## config.mk

```make
export PLATFORM = sky130hd
export DESIGN_NAME = pc_reg
export DESIGN_NICKNAME = d
export VERILOG_FILES = /design/src/rtl/cpu_pkg.sv /design/src/rtl/pc_reg_npc_mux.sv /design/src/rtl/pc_reg.sv
export SDC_FILE = /design/constraint.sdc
export NUM_CORES = 1
export LEC_CHECK = 0
export BUFFER_PORTS_ARGS = -buffer_cell sky130_fd_sc_hd__buf_2
export CAP_MARGIN = 20
export CORE_MARGIN = 2
export CORE_UTILIZATION = 40
export CTS_CLUSTER_SIZE = 24
export DETAILED_ROUTE_END_ITERATION = 7
export PLACE_DENSITY = 0.67
export SYNTH_ARGS = -nofsm -noshare
export SYNTH_HDL_FRONTEND = slang
export SYNTH_HIERARCHICAL = 1
export SYNTH_SLANG_ARGS = --single-unit
```

## constraint.sdc

```tcl
create_clock -name clk -period 2.14 [get_ports clk]
set_clock_uncertainty 0.15 [all_clocks]
set_input_delay 0.428 -clock clk [delete_from_list [all_inputs] [get_ports clk]]
set_output_delay 0.428 -clock clk [all_outputs]
set_load 0.005 [all_outputs]
```

## src/rtl/cpu_pkg.sv

```systemverilog
// Shared CPU definitions: default PC vectors, next-PC source encoding and
// the branch-target helper used by the fetch-stage next-PC logic.
package cpu_pkg;

    localparam logic [31:0] RESET_PC_DEF   = 32'h0000_3000;
    localparam logic [31:0] EXC_VECTOR_DEF = 32'h0000_4180;

    // Source of the next fetch address.
    typedef enum logic [2:0] {
        NPC_SEQ,
        NPC_BR,
        NPC_J,
        NPC_JR,
        NPC_PEND
    } npc_sel_t;

    // id_pc4 + sign_extend(offset) * 4, wrapping modulo 2^32.
    function automatic logic [31:0] branch_target(input logic [31:0] pc4,
                                                  input logic [15:0] offset);
        return pc4 + {{14{offset[15]}}, offset, 2'b00};
    endfunction

    // Region-relative jump: upper nibble of the ID pc+4 and the 26-bit word index.
    function automatic logic [31:0] jump_target(input logic [31:0] pc4,
                                                input logic [25:0] index);
        return {pc4[31:28], index, 2'b00};
    endfunction

endpackage

```

## src/rtl/pc_reg_npc_mux.sv

```systemverilog
// npc_mux: combinational next-PC selector. Computes the branch and jump
// targets and picks the winner: jr > jump > branch > pending redirect > pc+4.
module npc_mux
    import cpu_pkg::*;
(
    input  logic [31:0] pc4_if,
    input  logic [31:0] id_pc4,
    input  logic        br_taken,
    input  logic [15:0] br_offset,
    input  logic        jump,
    input  logic [25:0] instr_index,
    input  logic        jr,
    input  logic [31:0] jr_addr,
    input  logic        redirect_pending,
    input  logic [31:0] pend_addr,
    output npc_sel_t    sel,
    output logic [31:0] npc
);

    // Priority select of the next fetch address.
    always_comb begin
        // NOTE: defaults first so every path assigns sel/npc and no latch is inferred.
        sel = NPC_SEQ;
        npc = pc4_if;
        if (jr) begin
            sel = NPC_JR;
            npc = jr_addr;
        end else if (jump) begin
            sel = NPC_J;
            npc = jump_target(id_pc4, instr_index);
        end else if (br_taken) begin
            sel = NPC_BR;
            npc = branch_target(id_pc4, br_offset);
        end else if (redirect_pending) begin
            sel = NPC_PEND;
            npc = pend_addr;
        end
    end

endmodule

```

## src/rtl/pc_reg.sv

```systemverilog
// pc_reg: fetch program counter with a one-entry pending-redirect buffer that
// holds a redirect raised while the pipeline is stalled.
// Optional macro PC_ALIGN_CHECK_EN: a misaligned next PC is replaced by
// EXC_VECTOR and adel pulses for one cycle; otherwise adel is tied low.
module pc_reg
    import cpu_pkg::*;
#(
    parameter logic [31:0] RESET_PC   = RESET_PC_DEF,
    parameter logic [31:0] EXC_VECTOR = EXC_VECTOR_DEF
)(
    input  logic        clk,
    input  logic        reset,
    input  logic        stall,
    input  logic [31:0] pc4_if,
    input  logic [31:0] id_pc4,
    input  logic        br_taken,
    input  logic [15:0] br_offset,
    input  logic        jump,
    input  logic [25:0] instr_index,
    input  logic        jr,
    input  logic [31:0] jr_addr,
    output logic [31:0] pc,
    output logic        redirect_pending,
    output logic        adel
);

    npc_sel_t    sel;
    logic [31:0] npc;
    logic [31:0] pend_addr;
    logic        live_valid;

    // Both vectors are fetch addresses and must be word-aligned.
    if ((RESET_PC[1:0] != 2'b00) || (EXC_VECTOR[1:0] != 2'b00)) begin : g_bad_vector
        $error("pc_reg: RESET_PC and EXC_VECTOR must be word-aligned");
    end

    npc_mux u_npc_mux (
        .pc4_if           (pc4_if),
        .id_pc4           (id_pc4),
        .br_taken         (br_taken),
        .br_offset        (br_offset),
        .jump             (jump),
        .instr_index      (instr_index),
        .jr               (jr),
        .jr_addr          (jr_addr),
        .redirect_pending (redirect_pending),
        .pend_addr        (pend_addr),
        .sel              (sel),
        .npc              (npc)
    );

    // A redirect requested by the ID instruction this cycle (not the buffered one).
    assign live_valid = (sel == NPC_JR) || (sel == NPC_J) || (sel == NPC_BR);

    // PC update when running; capture the newest live redirect when stalled.
    always_ff @(posedge clk or posedge reset) begin
        // NOTE: non-blocking assignments for all state so every register samples pre-edge values.
        if (reset) begin
            pc               <= RESET_PC;
            redirect_pending <= 1'b0;
            pend_addr        <= 32'h0;
`ifdef PC_ALIGN_CHECK_EN
            adel             <= 1'b0;
`endif
        end else if (!stall) begin
            // A live redirect outranks the buffered one, which is dropped either way.
            redirect_pending <= 1'b0;
`ifdef PC_ALIGN_CHECK_EN
            if (npc[1:0] != 2'b00) begin
                pc   <= EXC_VECTOR;
                adel <= 1'b1;
            end else begin
                pc   <= npc;
                adel <= 1'b0;
            end
`else
            pc <= npc;
`endif
        end else begin
`ifdef PC_ALIGN_CHECK_EN
            adel <= 1'b0;
`endif
            if (live_valid) begin
                pend_addr        <= npc;
                redirect_pending <= 1'b1;
            end
        end
    end

`ifndef PC_ALIGN_CHECK_EN
    assign adel = 1'b0;
`endif

endmodule

```

==> metrics.csv <==
metric,value,unit
number of fill cells,1106,
Hold Path Origin,stall,
part of the cycle the worst path needs,124,%
latest clock arrival within the worst-skew pair,0.33,ns
multiplexer area fraction after synthesis,19.2,%
Post-Layout Inst Area,9170,sq um
synthesized area,5730,sq um
clk slew on worst S/H paths,0.05,ns
GRT overflow,0,
vias,6198,
ys flop type,dfrtp_1,
Synth Warn #,6,
Leak,4.25,nW
layout cells sized above 1,58.8,%
area of the die,15300,sq um
Setup CP Type,input port to flop,
DRT Wirelength,21.0,mm
Remaining DRCs,0,
RSZ-0062 raised after global routing,true,
Avg Vias per Cell,5.63,
Worst R2R Setup Slack,0.02,ns
Hold Path End,redirect_pending,
fmax,376,MHz
PwrDens,596,nW/um^2
Post-synth EDFFs,0,
total chip power,5.47,mW
Post-Place Worst Slack,-1.06,ns
CP bufs+invs,1,
crit path DAT,2.72,ns
hold crit path type,input port to flop,
die height,124,um
Reg2Reg Depth,6,
hold path cells,2,
Gate Count Post-Synth,620,
Setup-failing EPs final,48,
Initial DRT Pass Iterations,5,
Final Critical Period,2.66,ns
GRT Resource Usage Total,27.1,%
largest family of logic cells by synthesized area,compound AO/OA/AOI/OAI gates,
die width,124,um
final hold slack,0.291,ns
Post-Synth XOR/XNOR Area,2.75,%
RR Endpoint,pend_addr[21],
Initial DRC Count,384,
Worst Setup End Kind,flop,
I/O Buffers,176,
WL/cell,19.1,um
failing checks,setup timing,
CTS tree,yes,
DP Area,7910,sq um
Max-cap violations,0,
first-pass GRT wire length,32.1,mm
H-tree depth,3,
ys async rst share,100,%
CP top delay family,compound AO/OA/AOI/OAI gates,
final setup slack of the worst path,-0.518,ns
Placeable Area,13900,sq um
area grow syn2layout,60.1,%
VDD IR max,0.000410,V
Synth Area in Compound Gates,26.1,%
Final Hold Viols,0,
hpwl dp,15.9,mm
Slew Limit Fails,0,
Placer Congestion,0.929,
clock sink total,65,
effective utilization at floorplan,41.1,%
CP max stage cell,or4_4,
worst r2r src,redirect_pending,
antenna violation net count after detailed routing,0,
crit path launch type,input port,
CP peak stage delay,0.46,ns
Yosys reg bits,65,
syn nets,794,
CTS root buf,clkbuf_16,
largest net degree at the start of global routing,52,
post-synthesis sequential area ratio,28.5,%
adder-cell share of the synthesized area,6.69,%
I/O pin cnt,178,
status,"complete, but fails checks",
vias in the first global route,6302,
antenna violations before repair,0,
Crit Path Max Fanout,2,
n_diodes,0,
FF+latch area,1630,sq um
nets@finish,1091,
Worst EP required,2.21,ns
TritonCTS buffer count,9,
crit path cell chain,buf_6 -> ha_4 -> fa_2 -> a21oi_2 -> o211ai_1 -> nand3_2 -> a21oi_4 -> or4_4 -> a311oi_2 -> a221oi_2 -> mux2_4,
Max Root-Sink Buffers,2,
Post-Synth Simple-Gate Area,11.5,%
multi-input logic area,4750,sq um
# rows,43,
Yosys cell types,68,
syn_area_per_cell,9.23,sq um
-- power breakdown --
| part | leakage, nW | switching, mW | internal [mW] |
|---|---|---|---|
| sequential | 0.769 | 0.135 | 1.44 |
| clock | 0.153 | 0.520 | 1.04 |
| combinational | 3.33 | 1.08 | 1.25 |
| total | 4.25 | 1.73 | 3.73 |
-- area by class of cell --
class,instances,area share [%]
Clock buffer,12,2.69
Clock inverter,3,0.710
Inverter,24,1.02
Multi-Input combinational cell,494,51.8
Sequential cell,65,17.8
Tap cell,180,2.46
Timing Repair Buffer,323,23.5
-- cells in the mapped netlist, types with 5 or more instances --
| cell | count | share of area, % |
|---|---|---|
| nor3_1 | 10 | 0.87 |
| mux2i_1 | 14 | 2.4 |
| a21o_1 | 21 | 2.8 |
| nand3_1 | 11 | 0.96 |
| o21bai_1 | 7 | 0.92 |
| xor2_1 | 6 | 0.92 |
| o221ai_1 | 5 | 0.76 |
| dfrtp_1 | 63 | 28 |
| a21oi_1 | 60 | 5.2 |
| o21a_1 | 7 | 0.92 |
| inv_1 | 23 | 1.5 |
| nor2b_1 | 12 | 1.3 |
| a221oi_1 | 10 | 1.5 |
| a22oi_1 | 7 | 0.92 |
| ha_1 | 29 | 6.3 |
| a221o_1 | 5 | 0.87 |
| buf_2 | 9 | 0.79 |
| nand2_1 | 39 | 2.6 |
| o21ai_0 | 36 | 3.1 |
| clkbuf_1 | 17 | 1.1 |
| xnor2_1 | 12 | 1.8 |
| buf_1 | 6 | 0.39 |
| nor2_1 | 33 | 2.2 |
| o211ai_1 | 8 | 1.0 |
| and3_1 | 7 | 0.76 |
| mux2_2 | 45 | 8.9 |
| mux2_4 | 30 | 7.9 |
| a211oi_1 | 22 | 2.9 |
-- cells in the final DEF (no fill, tap or decap), types with 5 or more instances in the layout --
cell type	n
a211oi_1	14
a211oi_2	6
a21o_1	20
a21oi_1	38
a21oi_2	16
a21oi_4	8
a221o_1	5
a221oi_1	8
a22oi_1	5
buf_2	168
buf_4	129
buf_6	19
clkbuf_16	9
dfrtp_1	62
ha_1	5
ha_4	23
inv_1	21
mux2_2	33
mux2_4	42
mux2i_1	14
nand2_1	36
nand3_1	7
nor2_1	30
nor2b_1	12
nor3_1	8
o211ai_1	8
o21a_1	6
o21ai_0	24
o21ai_1	6
o21ai_2	7
o21bai_1	5
xnor2_1	6
-- through the flow --
step | TNS [ns] | utilization, % | cells
2_1_floorplan | -13.08 | - | 620
3_3_place_gp | -35.15 | 56.7 | 1069
3_5_place_dp | -37.61 | 56.7 | 1069
4_1_cts | -13.55 | 63.6 | 1094
5_1_grt | -19.41 | 65.8 | 1101
6_report | -14.87 | 65.8 | 1101
-- what timing repair did --
action,in CTS,in global routing
setup buffers,12,9
hold endpoints to repair,14,0
endpoints found under the setup margin,48,50
pin swaps,62,49
hold buffers,1,0
gates resized for setup,104,52
-- how the worst max path moves through the flow --
| stage | start | cells past startpoint | slack, ns | end |
|---|---|---|---|---|
| after floorplan | id_pc4[2] | 10 | -0.57 | pc[20] |
| after global placement | id_pc4[2] | 12 | -0.97 | pc[24] |
| after detailed placement | br_offset[15] | 11 | -1.06 | pc[24] |
| after CTS | br_offset[0] | 11 | -0.50 | pc[20] |
| after global routing | br_offset[0] | 11 | -0.60 | pc[20] |
| final | br_offset[0] | 11 | -0.52 | pc[20] |
-- logic make-up after synthesis --
group / Yosys count
AOI/OAI and AO/OA: 221
xor gates and xnor gates: 18
adders and majority gates: 30
buffers and inverters: 61
DFF: 65
muxes: 89
other: 1
and+or+nand+nor: 135
-- worst register-to-register path: stages (launching register included) --
cell	delay [ns]
dfrtp_2	0.39
buf_4	0.22
mux2_2	0.37
a221o_1	0.31
o21ai_0	0.15
o31ai_4	0.13
mux2_4	0.28
-- metal layers --
metal	wire length [um]	global-route usage (%)	vias up	share of wire (%)
li1	-	-	2910	-
met1	9270	36.7	3030	44
met2	10100	44.3	216	48
met3	1060	3.02	42	5.0
met4	590	10.9	0	2.8
met5	0	0	-	0
No activity file was read; power rests on OpenSTA's default activity.
